===== config.mk =====
export PLATFORM = sky130hd
export DESIGN_NAME = if_fetch_unit_flat
export DESIGN_NICKNAME = d
export VERILOG_FILES = /design/src/rtl/if_fetch_if.sv /design/src/rtl/if_fetch_unit.sv /design/src/flat_wrapper.sv
export SDC_FILE = /design/constraint.sdc
export NUM_CORES = 1
export LEC_CHECK = 0
export ABC_AREA = 0
export ABC_CLOCK_PERIOD_IN_PS = 6950
export BUFFER_PORTS_ARGS = -buffer_cell sky130_fd_sc_hd__buf_4
export CORE_MARGIN = 5
export CORE_UTILIZATION = 35
export CTS_CLUSTER_SIZE = 24
export DETAILED_ROUTE_END_ITERATION = 16
export PLACE_DENSITY = 0.61
export SLEW_MARGIN = 20
export SYNTH_ARGS = -nofsm -noshare
export SYNTH_HDL_FRONTEND = slang
export SYNTH_SLANG_ARGS = --single-unit

===== constraint.sdc =====
create_clock -name clk -period 6.95 [get_ports clk]
set_clock_uncertainty 0.2 [all_clocks]
set_input_delay 1.0425 -clock clk [delete_from_list [all_inputs] [get_ports clk]]
set_output_delay 1.0425 -clock clk [all_outputs]
set_load 0.03 [all_outputs]

===== src/rtl/if_fetch_if.sv =====
// if_fetch_if: arbiter/ID-facing bus of the instruction-fetch stage.
interface if_fetch_if #(parameter int ADDR_W = 32);
   logic              if_request_o;
   logic [ADDR_W-1:0] if_addr_o;
   logic              if_grant_i;
   logic [7:0]        mem_din_i;
   logic              branch_i;
   logic [ADDR_W-1:0] branch_pc_i;
   logic              id_stall_i;
   logic              inst_valid_o;
   logic [31:0]       inst_o;
   logic [ADDR_W-1:0] inst_pc_o;
   modport master (
      output if_request_o, if_addr_o, inst_valid_o, inst_o, inst_pc_o,
      input  if_grant_i, mem_din_i, branch_i, branch_pc_i, id_stall_i
   );
   modport slave (
      input  if_request_o, if_addr_o, inst_valid_o, inst_o, inst_pc_o,
      output if_grant_i, mem_din_i, branch_i, branch_pc_i, id_stall_i
   );
endinterface


===== src/rtl/if_fetch_unit.sv =====
// if_fetch_unit: fetches four bytes per instruction through the arbiter and
// holds the assembled little-endian word until ID accepts it.
module if_fetch_unit #(
   parameter int                 ADDR_W   = 32,
   parameter logic [ADDR_W-1:0]  RESET_PC = '0
) (
   input logic        clk,
   input logic        rst,
   input logic        rdy,
   if_fetch_if.master bus
);
   typedef enum logic {FETCH, HOLD} state_t;
   state_t            state_q, state_d;
   logic [ADDR_W-1:0] pc_q, pc_d, inst_pc_q, inst_pc_d;
   logic [2:0]        req_cnt_q, req_cnt_d, rcv_cnt_q, rcv_cnt_d;
   logic              pend_q, pend_d, inst_valid_q, inst_valid_d;
   logic [1:0]        pend_idx_q, pend_idx_d;
   logic [31:0]       asm_q, asm_d, inst_q, inst_d;
   logic              req, grant;
   assign req              = !rst && rdy && state_q == FETCH && req_cnt_q < 3'd4 && !bus.branch_i;
   assign grant            = req && bus.if_grant_i;
   assign bus.if_request_o = req;
   assign bus.if_addr_o    = rst ? '0 : pc_q + ADDR_W'(req_cnt_q);
   assign bus.inst_valid_o = inst_valid_q;
   assign bus.inst_o       = inst_q;
   assign bus.inst_pc_o    = inst_pc_q;
   always_comb begin
      state_d      = state_q;
      pc_d         = pc_q;
      req_cnt_d    = req_cnt_q;
      rcv_cnt_d    = rcv_cnt_q;
      pend_d       = pend_q;
      pend_idx_d   = pend_idx_q;
      asm_d        = asm_q;
      inst_valid_d = inst_valid_q;
      inst_d       = inst_q;
      inst_pc_d    = inst_pc_q;
      if (rdy) begin
         if (bus.branch_i) begin
            state_d      = FETCH;
            pc_d         = bus.branch_pc_i;
            req_cnt_d    = '0;
            rcv_cnt_d    = '0;
            pend_d       = 1'b0;
            inst_valid_d = 1'b0;
         end else if (state_q == FETCH) begin
            // a grant in the capture cycle keeps the pipeline full
            pend_d = grant;
            if (grant) begin
               pend_idx_d = req_cnt_q[1:0];
               req_cnt_d  = req_cnt_q + 3'd1;
            end
            if (pend_q) begin
               asm_d[{pend_idx_q, 3'b000} +: 8] = bus.mem_din_i;
               rcv_cnt_d = rcv_cnt_q + 3'd1;
               if (rcv_cnt_q == 3'd3) begin
                  state_d      = HOLD;
                  inst_valid_d = 1'b1;
                  inst_d       = asm_d;
                  inst_pc_d    = pc_q;
               end
            end
         end else if (!bus.id_stall_i) begin
            state_d      = FETCH;
            pc_d         = pc_q + ADDR_W'(4);
            req_cnt_d    = '0;
            rcv_cnt_d    = '0;
            inst_valid_d = 1'b0;
         end
      end
   end
   always_ff @(posedge clk) begin
      if (rst) begin
         state_q      <= FETCH;
         pc_q         <= RESET_PC;
         req_cnt_q    <= '0;
         rcv_cnt_q    <= '0;
         pend_q       <= 1'b0;
         pend_idx_q   <= '0;
         asm_q        <= '0;
         inst_valid_q <= 1'b0;
         inst_q       <= '0;
         inst_pc_q    <= RESET_PC;
      end else begin
         state_q      <= state_d;
         pc_q         <= pc_d;
         req_cnt_q    <= req_cnt_d;
         rcv_cnt_q    <= rcv_cnt_d;
         pend_q       <= pend_d;
         pend_idx_q   <= pend_idx_d;
         asm_q        <= asm_d;
         inst_valid_q <= inst_valid_d;
         inst_q       <= inst_d;
         inst_pc_q    <= inst_pc_d;
      end
   end
endmodule


===== src/flat_wrapper.sv =====
// flat-port wrapper written by rule: the top's interface ports become plain ports
module if_fetch_unit_flat 
#(
   parameter int                 ADDR_W   = 32,
   parameter logic [ADDR_W-1:0]  RESET_PC = '0
)
  (clk, rst, rdy, bus_if_request_o, bus_if_addr_o, bus_inst_valid_o, bus_inst_o, bus_inst_pc_o, bus_if_grant_i, bus_mem_din_i, bus_branch_i, bus_branch_pc_i, bus_id_stall_i);
  if_fetch_if #(.ADDR_W(ADDR_W)) bus_i ();
  input logic clk;
  input logic rst;
  input logic rdy;
  output wire logic [$bits(bus_i.if_request_o)-1:0] bus_if_request_o;
  output wire logic [$bits(bus_i.if_addr_o)-1:0] bus_if_addr_o;
  output wire logic [$bits(bus_i.inst_valid_o)-1:0] bus_inst_valid_o;
  output wire logic [$bits(bus_i.inst_o)-1:0] bus_inst_o;
  output wire logic [$bits(bus_i.inst_pc_o)-1:0] bus_inst_pc_o;
  input wire logic [$bits(bus_i.if_grant_i)-1:0] bus_if_grant_i;
  input wire logic [$bits(bus_i.mem_din_i)-1:0] bus_mem_din_i;
  input wire logic [$bits(bus_i.branch_i)-1:0] bus_branch_i;
  input wire logic [$bits(bus_i.branch_pc_i)-1:0] bus_branch_pc_i;
  input wire logic [$bits(bus_i.id_stall_i)-1:0] bus_id_stall_i;
  assign bus_if_request_o = bus_i.if_request_o;
  assign bus_if_addr_o = bus_i.if_addr_o;
  assign bus_inst_valid_o = bus_i.inst_valid_o;
  assign bus_inst_o = bus_i.inst_o;
  assign bus_inst_pc_o = bus_i.inst_pc_o;
  assign bus_i.if_grant_i = bus_if_grant_i;
  assign bus_i.mem_din_i = bus_mem_din_i;
  assign bus_i.branch_i = bus_branch_i;
  assign bus_i.branch_pc_i = bus_branch_pc_i;
  assign bus_i.id_stall_i = bus_id_stall_i;
  if_fetch_unit #(.ADDR_W(ADDR_W), .RESET_PC(RESET_PC)) u_core (.clk(clk), .rst(rst), .rdy(rdy), .bus(bus_i));
endmodule

==> results.ini <==
[run_status]
status=finished clean

[cts]
cts_tree=built
htreeDepth=4
cts_max_path_buffers=2
clkSinkCount=139
post_cts_buffers=0
insertion_delay_ps=430
post_cts_resize_count=0
ctsHoldBuffers=0
clockRootBuffer=clkbuf_16
cts_buffers=17
cts.clk_slew.worst_paths_ps=60

[worst_setup_path]
crit_family=simple AND/OR/NAND/NOR gates
cp-start-kind=register
cp_slowest_cell=o2111ai_2
crit_chain=ha_1, inv_1, fa_1, nor2b_1, o2111ai_2, nor4_1, mux2_2, buf_4
worst_setup_path_end_kind=output port
critPathKind=register to output port
crit_buf_inv=2
cp.arrival_ps=3310
crit_path_max_incr_delay_ps=470
path_max_fanout=18
required_ps=5710

[timing]
finalSetupViolCount=0
fin_tns_setup_ps=0
slew_violations=0
relSlewSlack=0.394
fin_crit_ps=4560
rsz0062_at_grt=no
hold_viol=0
clock.fmax_mhz=219
tightest_slew_ps=909
layout_worst_path_cycle_share=0.656

[floorplan]
die_w_um=152
die_h_um=152
core_um2=20100
die-area_um2=23200
initial_core_util=0.353
num_io_pins=144
rows=52

[detailed_routing]
via_per_inst=5.66
vias=7138
drt-total-wl_um=23500
drtIter0Drc=496
route.detailed.drc=0
final_antenna_net_count=0
wl_per_cell_um=18.6
drtPass1Iterations=5

[grt]
grt_overflow=0
grt_max_degree=84
antenna_found_initial=0
grt_pass1_wl_um=37800
grt_usage=0.198
first_global_vias=6791

[placed_design]
dp_cells=1230
gp_congestion=0.876
dpl.hpwl_um=16400
io_buffers=143

[synth]
async_flop_share=0
synth-edff-count=0
synth_ff_type=dfxtp_1
synth_commonest_cells=139 x dfxtp_1, 108 x nand2_1, 101 x nor2_1, 78 x a21oi_1, 52 x clkbuf_1
synth_cells=894
syn_nets=953
synth_area_leaders=dfxtp_1 39%, nand2_1 5.7%, a21oi_1 5.5%
synth.most_common_cell=dfxtp_1
yosys.area.top_type_share=0.392
synth-seq-cells=139
yosysSeqAreaShare=0.392
synth_largest_area_cell=dfxtp_1
ys_types=69
yosysWarnings=0
syn_avg_cell_area_um2=7.93
synth_area_um2=7090

[power]
p_per_area_nw_per_um2=212
power_w=0.00187
vdd_drop_max_mv=0.196
leakage_nw=3.16

[job]
max-cap-violations=0

[final_layout]
final_cells=1262
fill_cells=2066
area_growth_pct=24.3
drive_above_1_share=0.207
antennaDiodeCount=0
final_nets=1038

[hold_path]
hold_path.class=register to register

## sequential cells by signal (all words and copies together) (netlist names)
name                     flops
u_core.rcv_cnt_q             3
u_core.pc_q                 32
u_core.asm_q                32
u_core.pend_idx_q            2
u_core.req_cnt_q             3
u_core.bus.inst_o           32
u_core.bus.inst_valid_o      1
u_core.bus.inst_pc_o        32
u_core.state_q               1
u_core.pend_q                1
## cell usage in the layout (no fill, tap or decap), types with 4 or more instances in the layout
cell,count
nor2_1,101
dfxtp_1,139
a211oi_1,43
or2_2,6
inv_1,17
o31ai_1,14
or4_1,17
and2_1,8
nor4_1,9
nor2b_1,15
and3_1,9
clkbuf_16,17
a32o_1,5
a31oi_1,7
nand2_1,108
nor3_1,23
o2111ai_1,4
o21ai_0,31
a221oi_1,14
inv_6,7
a22oi_1,26
nand3_1,11
a21oi_1,78
nand4_1,16
mux2i_1,4
buf_4,154
or3_1,8
nand2b_1,4
o211ai_1,6
xor2_1,6
ha_1,12
## worst min-delay path: stages, from the launching register on
cell	delay, ps
dfxtp_1	310
nand2_1	50
a21oi_1	50
## layer usage
layer  up-vias  wire, um  GRT usage
li1       3448         -          -
met1      3372     10500      0.265
met2       274     10600      0.304
met3        44      1630     0.0500
met4         0       771     0.0822
met5         -         0          0
## through the flow
stage          setup WS (ps)  cell area (um^2)  hold slack, ps   util
3_3_place_gp            2900              8230             244  0.409
6_report                2390              8810             255  0.438
4_1_cts                 2360              8810             257  0.438
5_1_grt                 2040              8810             280  0.438
2_1_floorplan           3200              7090             249      -
3_5_place_dp            2830              8230             248  0.409
## worst paths after layout
kind	cells past startpoint	slack [ps]	from	to
setup / recovery	8	2390	u_core.req_cnt_q[0]$_SDFFE_PP0P_	bus_if_addr_o[22]
hold / removal	2	260	u_core.bus.inst_pc_o[29]$_SDFFE_PP0P_	u_core.bus.inst_pc_o[29]$_SDFFE_PP0P_
setup reg to reg	4	4130	u_core.pc_q[12]$_SDFFE_PP0P_	u_core.pc_q[18]$_SDFFE_PP0P_
hold reg to reg	2	260	u_core.bus.inst_pc_o[29]$_SDFFE_PP0P_	u_core.bus.inst_pc_o[29]$_SDFFE_PP0P_
## layout make-up
| class | instances | area [um^2] | area share |
|---|---|---|---|
| tap | 270 | 338 | 0.0383 |
| clock inverter | 14 | 146 | 0.0166 |
| sequential | 139 | 2780 | 0.316 |
| clock buffer | 18 | 439 | 0.0498 |
| multi-input combinational | 650 | 3890 | 0.441 |
| timing repair buffer | 154 | 1160 | 0.131 |
| inverter | 17 | 63.8 | 0.00724 |
## logic make-up (layout without fill, tap and decap cells)
kind of cell    after synthesis  count (layout)  synth area share
simple gates                354             354             0.244
flops                       139             139             0.392
buf+inv                     105             203            0.0619
compound gates              268             268             0.258
xor+xnor                      9               9            0.0111
fa+ha+maj                    13              13            0.0240
mux                           6               6           0.00882
## where the power goes
group / total (W) / internal (W) / switching [W]
Combinational: 0.000133 / 0.0000520 / 0.0000814
Sequential: 0.000832 / 0.000807 / 0.0000250
Clock: 0.000907 / 0.000516 / 0.000392
Note: power is estimated with default switching activity, not from simulation.
